--- src/rtl/pooling_ctrl.sv ---
// pooling_ctrl: pass sequencer for pooling_layer; strip requests, datapath enables and result tags.
// Optional stall counter output stall_cnt is enabled by defining POOL_CTRL_PERF_EN.
module pooling_ctrl #(
    parameter int W     = 32,
    parameter int K     = 2,
    parameter int S     = 2,
    parameter int depth = 1,
    parameter int W_P   = ((W - K) / S) + 1,
    parameter int CW    = (W_P > 1) ? $clog2(W_P) : 1,
    parameter int DW    = (depth > 1) ? $clog2(depth) : 1
) (
    input  logic          clk,
    input  logic          rst,
    input  logic          start,
    input  logic          mode,
    input  logic          in_valid,
    output logic          in_ready,
    output logic [CW-1:0] col_idx,
    output logic [DW-1:0] ch_idx,
    output logic          ctrl_Pool,
    output logic          max_avg_ctrl,
    output logic          out_valid,
    output logic [CW-1:0] out_col,
    output logic [DW-1:0] out_ch,
    output logic          busy,
    output logic          done
`ifdef POOL_CTRL_PERF_EN
    ,
    output logic [31:0]   stall_cnt
`endif
);
    typedef enum logic [1:0] {IDLE, RUN, DRAIN, DONE} state_t;
    state_t        state_q, state_d;
    logic [CW-1:0] col_q, col_d, col1_q, col2_q;
    logic [DW-1:0] ch_q, ch_d, ch1_q, ch2_q;
    logic          mode_q, mode_d, v1_q, v2_q, fire, col_end, last;

    always_comb begin
        state_d = state_q;
        col_d   = col_q;
        ch_d    = ch_q;
        mode_d  = mode_q;
        fire    = in_valid && state_q == RUN;
        col_end = col_q == CW'(W_P - 1);
        last    = col_end && ch_q == DW'(depth - 1);
        case (state_q)
            IDLE: if (start) begin
                state_d = RUN;
                mode_d  = mode;
                col_d   = '0;
                ch_d    = '0;
            end
            RUN: if (fire) begin
                col_d   = col_end ? '0 : col_q + CW'(1);
                ch_d    = last ? '0 : col_end ? ch_q + DW'(1) : ch_q;
                state_d = last ? DRAIN : RUN;
            end
            // v2 is loaded from v1 this edge, so v1 clear means both bits clear next cycle
            DRAIN: if (!v1_q) state_d = DONE;
            default: state_d = IDLE;
        endcase
    end

    always_ff @(posedge clk) begin
        if (rst) begin
            state_q <= IDLE;
            col_q   <= '0;
            ch_q    <= '0;
            mode_q  <= 1'b0;
            v1_q    <= 1'b0;
            v2_q    <= 1'b0;
            col1_q  <= '0;
            ch1_q   <= '0;
            col2_q  <= '0;
            ch2_q   <= '0;
        end else begin
            state_q <= state_d;
            col_q   <= col_d;
            ch_q    <= ch_d;
            mode_q  <= mode_d;
            v1_q    <= fire;
            v2_q    <= v1_q;
            col1_q  <= col_q;
            ch1_q   <= ch_q;
            col2_q  <= col1_q;
            ch2_q   <= ch1_q;
        end
    end

`ifdef POOL_CTRL_PERF_EN
    logic [31:0] stall_q;
    always_ff @(posedge clk) begin
        if (rst || (state_q == IDLE && start))
            stall_q <= '0;
        else if (state_q == RUN && !in_valid && !(&stall_q))
            stall_q <= stall_q + 32'd1;
    end
    assign stall_cnt = stall_q;
`endif

    assign in_ready     = state_q == RUN;
    assign busy         = state_q == RUN || state_q == DRAIN;
    assign done         = state_q == DONE;
    assign ctrl_Pool    = fire | v1_q;
    assign max_avg_ctrl = mode_q;
    assign out_valid    = v2_q;
    assign out_col      = col2_q;
    assign out_ch       = ch2_q;
    assign col_idx      = col_q;
    assign ch_idx       = ch_q;
endmodule
--- config.mk ---
export PLATFORM = sky130hd
export DESIGN_NAME = pooling_ctrl
export DESIGN_NICKNAME = d
export VERILOG_FILES = /design/src/rtl/pooling_ctrl.sv
export SDC_FILE = /design/constraint.sdc
export NUM_CORES = 1
export LEC_CHECK = 0
export CORE_AREA = 2 2 56 58
export CTS_CLUSTER_DIAMETER = 120
export DETAILED_ROUTE_END_ITERATION = 10
export DIE_AREA = 0 0 58 60
export PLACE_DENSITY = 0.52
export SYNTH_ARGS = -nofsm -noshare
export SYNTH_HDL_FRONTEND = slang
export SYNTH_SLANG_ARGS = --single-unit
--- constraint.sdc ---
create_clock -name clk -period 1.7 [get_ports clk]
set_input_delay 0.34 -clock clk [delete_from_list [all_inputs] [get_ports clk]]
set_output_delay 0.34 -clock clk [all_outputs]
set_load 0.02 [all_outputs]
* After elaboration in Yosys (flattened, before gate mapping)
Index checks and enable logic that the tools add are counted.
** Cells by class
- Reductions and logical operators :: 9
- Bitwise operators :: 2
- Muxes and demuxes :: 14
- Add/sub/neg operators :: 2
- Equal/unequal tests :: 8
** Operators by type and width (count)
- two-way mux 4 bit :: 3
- two-way mux 2 bit :: 4
- case mux 4 bit (2 select lines) :: 1
- case mux 2 bit (3 select lines) :: 1
- AND reduction 3 bit :: 2
- adder 4 x 1 -> 4 bit, second input constant :: 1
- == test 2 bit, second input constant :: 2
- == test 4 bit, second input constant :: 1
- two-way mux 1 bit :: 4
- != test 2 bit, second input constant :: 2
- AND reduction 4 bit :: 1
- != test 3 x 1 -> 1 bit, second input constant :: 1
- == test 2 x 1 -> 1 bit, second input constant :: 1
- logical AND 1 bit :: 2
- zero test 2 bit :: 1
- != test 2 x 1 -> 1 bit, second input constant :: 1
- case mux 1 bit (2 select lines) :: 1
- AND reduction 2 bit :: 1
- nonzero test 2 bit :: 1
- adder 1 bit, second input constant :: 1
- logical OR 1 bit :: 1
- NOT 1 bit :: 1
- OR 1 bit :: 1
** Word-level totals
- Input bits :: 5
- Bits in registers :: 20

* Longest topological paths before layout
- Depth after elaboration :: 5
- Depth in mapped cells :: 6
- Mapped depth without buffers :: 5

* Least setup slack after synthesis
No wires, ideal clock.
- Kind :: register -> register
- Start :: register state_q[1]
- End :: register col_q[2], in the netlist col_idx[2]
- Setup slack :: 0.059 ns
- Setup time :: 0.070 ns
- Data arrival time :: 1.571 ns
- Stages on the path, launching flop included :: 7
- Cells stage by stage :: dfxtp_1 > inv_1 > ha_1 > buf_6 > mux2i_1 > or4_1 > a21boi_1
** Between the ends
- Word-level cells in the longest chain between the ends :: 4
- Elaborated cells on any way between the ends :: 8
- Classes of those cells :: eq/ne: 3; mux: 1; reduce/logical: 4
** RTL lines
- start, declared :: line 33 : state_t state_q, state_d;
- start signal, assigned :: line 77 : state_q <= state_d;
- == test 2 x 1 -> 1 bit *
- net in_ready :: line 17 : output logic in_ready,
- logical AND 1 bit :: line 43 : fire = in_valid && state_q == RUN;
- != test 2 x 1 -> 1 bit (no line)
- AND reduction 3 bit (no line)
- end signal, assigned :: line 78 : col_q <= col_d;
- end, declared :: line 34 : logic [CW-1:0] col_q, col_d, col1_q, col2_q;
Mark *: on every way through the listed nets, which the timed path passes. The rest lies on a longest branch.
A chain may end at the register's enable or synchronous reset.

* Worst setup path in the final report
- Start :: register state_q[0]
- End :: output port done
** Between the ends
- Word-level cells in the longest chain between the ends :: 1
** RTL lines
- == test 2 bit :: line 103 : assign done = state_q == DONE;
- end, declared :: line 26 : output logic done
Every way passes these cells.

==> results by group <==
Clock tree
  – Clock root buffer: clkbuf_4
  – CTS Hold Buffers Added: 0
  – Worst-Skew Late Latency: about 0.30 ns
  – H-tree depth: 1
  – Total CTS buffers: 3
  – Clk buf depth: 2
  – Reg clk slew, reported paths: around 0.1 ns
  – CTS tree: done
  – CTS Sinks: 20

Place
  – GPL Wtd Cong: roughly 0.87
  – Final HPWL DP: ~1300 um
  – Input/output buffers: 20
  – Placed Area: approximately 1100 sq um
  – Place WS: -0.195 ns

Route
  – Via density per instance: 4.71
  – Antenna Nets Post-Route: 0
  – DRC viols: 0
  – First DRT Iteration DRCs: 13
  – Vias: a little over 700
  – Post-DR wirelength/cell: roughly 11 um
  – TritonRoute pass-1 iters: 6
  – Post-Route WL: 1680 um

Finish
  – Multi-input gate area: just under 400 sq um
  – Area grow syn2layout: 43.4%
  – Fill cells: between 300 and 400
  – Antenna Cells: 0
  – Share of cells above drive strength 1: 17.9%
  – Net count, final: 129
  – Seq. cell area: 403 sq um
  – Final Instance Area: 1190 sq um

Setup path
  – Peak per-stage delay on the critical path: roughly 0.34 ns
  – CP Capture Type: output pin
  – Startpoint types: flop
  – CP max-delay cell: dfxtp_2
  – Worst EP arrival: between 1 and 1.5 ns
  – CP max FO: 3
  – Critical Path, Cell by Cell: buf_4 > ha_1 > dlygate4sd2_1
  – WS Path Type: reg2out
  – Worst EP required: approximately 1.4 ns

Flow run
  – # Max-Cap Violations: 0

Die
  – Die area: around 3500 sq um
  – CORE AREA: about 2900 sq um
  – IO Pins: 21
  – # rows: 20
  – Die Wd: 58 um
  – Starting Density: 28.6%
  – Die Y: approximately 60 um

STA
  – Final Cycle Share: between 90% and 100%
  – Max Slew Vio Count: 0
  – Fin. Hold Viols: 0
  – Clock period minus final worst setup slack: roughly 1.6 ns
  – Fmax: 620 MHz
  – Final worst slack: around 0.086 ns
  – Final setup violation count: 0
  – Clock skew: 0.0100 ns
  – RSZ-0062 raised after global routing: false
  – Worst rel slew slack: 81.3%
  – Setup TNS: 0 ns
  – Actual slew at the worst max-slew pin: 0.280 ns

Synthesis
  – Synth area leader: dfxtp_1
  – Syn avg cell area: slightly below 10 sq um
  – Commonest cells in the netlist: dfxtp_1, nor2b_1, ha_1, nand2_1, inv_1
  – Yosys warns: 0
  – Synth Register Bits: 20
  – Top post-synthesis cells by area: dfxtp_1, nor2b_1, ha_1
  – Synth top area share: about half
  – Synthesized area: ~830 sq um
  – Post-synth ARST share: 0%
  – Post-synthesis sequential area ratio: between 40 and 50%
  – Count of cell types in the netlist: 30
  – Most used DFF post-synth: dfxtp_1
  – Syn Inst Count: 84
  – EDFF count, synth: 0
  – Net count after synthesis: 95
  – Count leader, synth: dfxtp_1

Pwr
  – Pwr/cell area: approximately 940 nW/um^2
  – Leak Pwr: roughly 0.56 nW
  – VDD IR-drop max: a little over 0.5 mV

GRT
  – Number of global-route vias before repair: a little over 700
  – Total global-route track usage: 11.3%
  – GRT overflow: 0
  – First-pass GRT wire length: around 2900 um
  – Largest net degree at the start of global routing: 13
  – Initial antenna violation count: 0

Hold path
  – Hold Path Class: reg2reg

Run status
  – Status: completed
[through the flow]
step	hold WS, ns	utilization (%)	power, mW	std cells
after floorplan	0.414	-	0.644	84
after CTS	0.455	41.0	1.15	150
after detailed placement	0.425	39.4	0.768	146
final	0.447	41.0	1.12	150
after global routing	0.471	41.0	1.19	150
after global placement	0.418	39.4	0.768	146
[cells by family after synthesis]
logic type / after synthesis / synth area share (%)
AND/OR/NAND/NOR: 35 / 24.7
buffers and inverters: 7 / 4.07
flip-flops: 20 / 48.3
multiplexers: 1 / 1.21
adder cells (fa/ha/maj): 6 / 9.05
AO/OA/AOI/OAI: 15 / 12.7
[what timing repair did]
action	CTS	global route
setup buffers	0	0
endpoints found under the setup margin	5	10
gates resized for setup	7	10
[worst max-delay path: cells and delay by family (launching register included)]
family / cells / cell delay, ns
flip-flops: 1 / 0.34
buffers and inverters: 2 / 0.46
adder cells (fa/ha/maj): 1 / 0.19
[placed cells by master, fill, tap and decap left out, drive strengths merged, types with 2 or more instances in the layout]
| master | n |
|---|---|
| dlymetal6s2s | 4 |
| dfxtp | 20 |
| nor2b | 14 |
| clkdlybuf4s50 | 11 |
| nand2 | 5 |
| buf | 12 |
| nand3 | 3 |
| ha | 6 |
| nand4 | 2 |
| nor2 | 3 |
| clkbuf | 6 |
| dlygate4sd2 | 2 |
| o31ai | 3 |
| inv | 4 |
| o21ai | 3 |
[registers in the layout, indices dropped and copies added (netlist names)]
name and count:
max_avg_ctrl 1, v1_q 1, out_col 4, state_q 2
out_valid 1, out_ch 1, col_idx 4, col1_q 4
ch_idx 1, ch1_q 1
[metal layers]
| layer | share of wire, % | vias to the layer above | track usage (%) |
|---|---|---|---|
| li1 | - | 362 | - |
| met5 | 0 | - | 0 |
| met2 | 45 | 28 | 18.3 |
| met3 | 7.7 | 4 | 3.03 |
| met4 | 1.5 | 0 | 7.64 |
| met1 | 46 | 313 | 13.0 |
[worst paths after layout]
path / startpoint / to / slack, ns / cells after the start
worst max-delay path: state_q[0]$_SDFFE_PP0P_ / done / 0.09 / 3
worst min register to register: col1_q[0]$_SDFF_PP0_ / out_col[0]$_SDFF_PP0_ / 0.45 / 1
worst min-delay path: col1_q[0]$_SDFF_PP0_ / out_col[0]$_SDFF_PP0_ / 0.45 / 1
worst max register to register: state_q[1]$_SDFFE_PP0P_ / col_idx[2]$_SDFFE_PP0P_ / 0.12 / 7
[power by group]
part | total, mW | leakage [nW] | internal, mW | switching, mW
registers | 0.493 | 0.163 | 0.484 | 0.00946
clock network | 0.382 | 0.0279 | 0.238 | 0.144
logic | 0.247 | 0.368 | 0.120 | 0.128
[final cells by class]
type	instances	area share, %
clock buffer	3	1.89
clock inverter	1	2.52
inverter	4	1.26
multi-input combinational	57	33.2
sequential	20	33.9
tap	33	3.47
timing repair buffer	32	23.8
(Power assumes the default switching activity.)
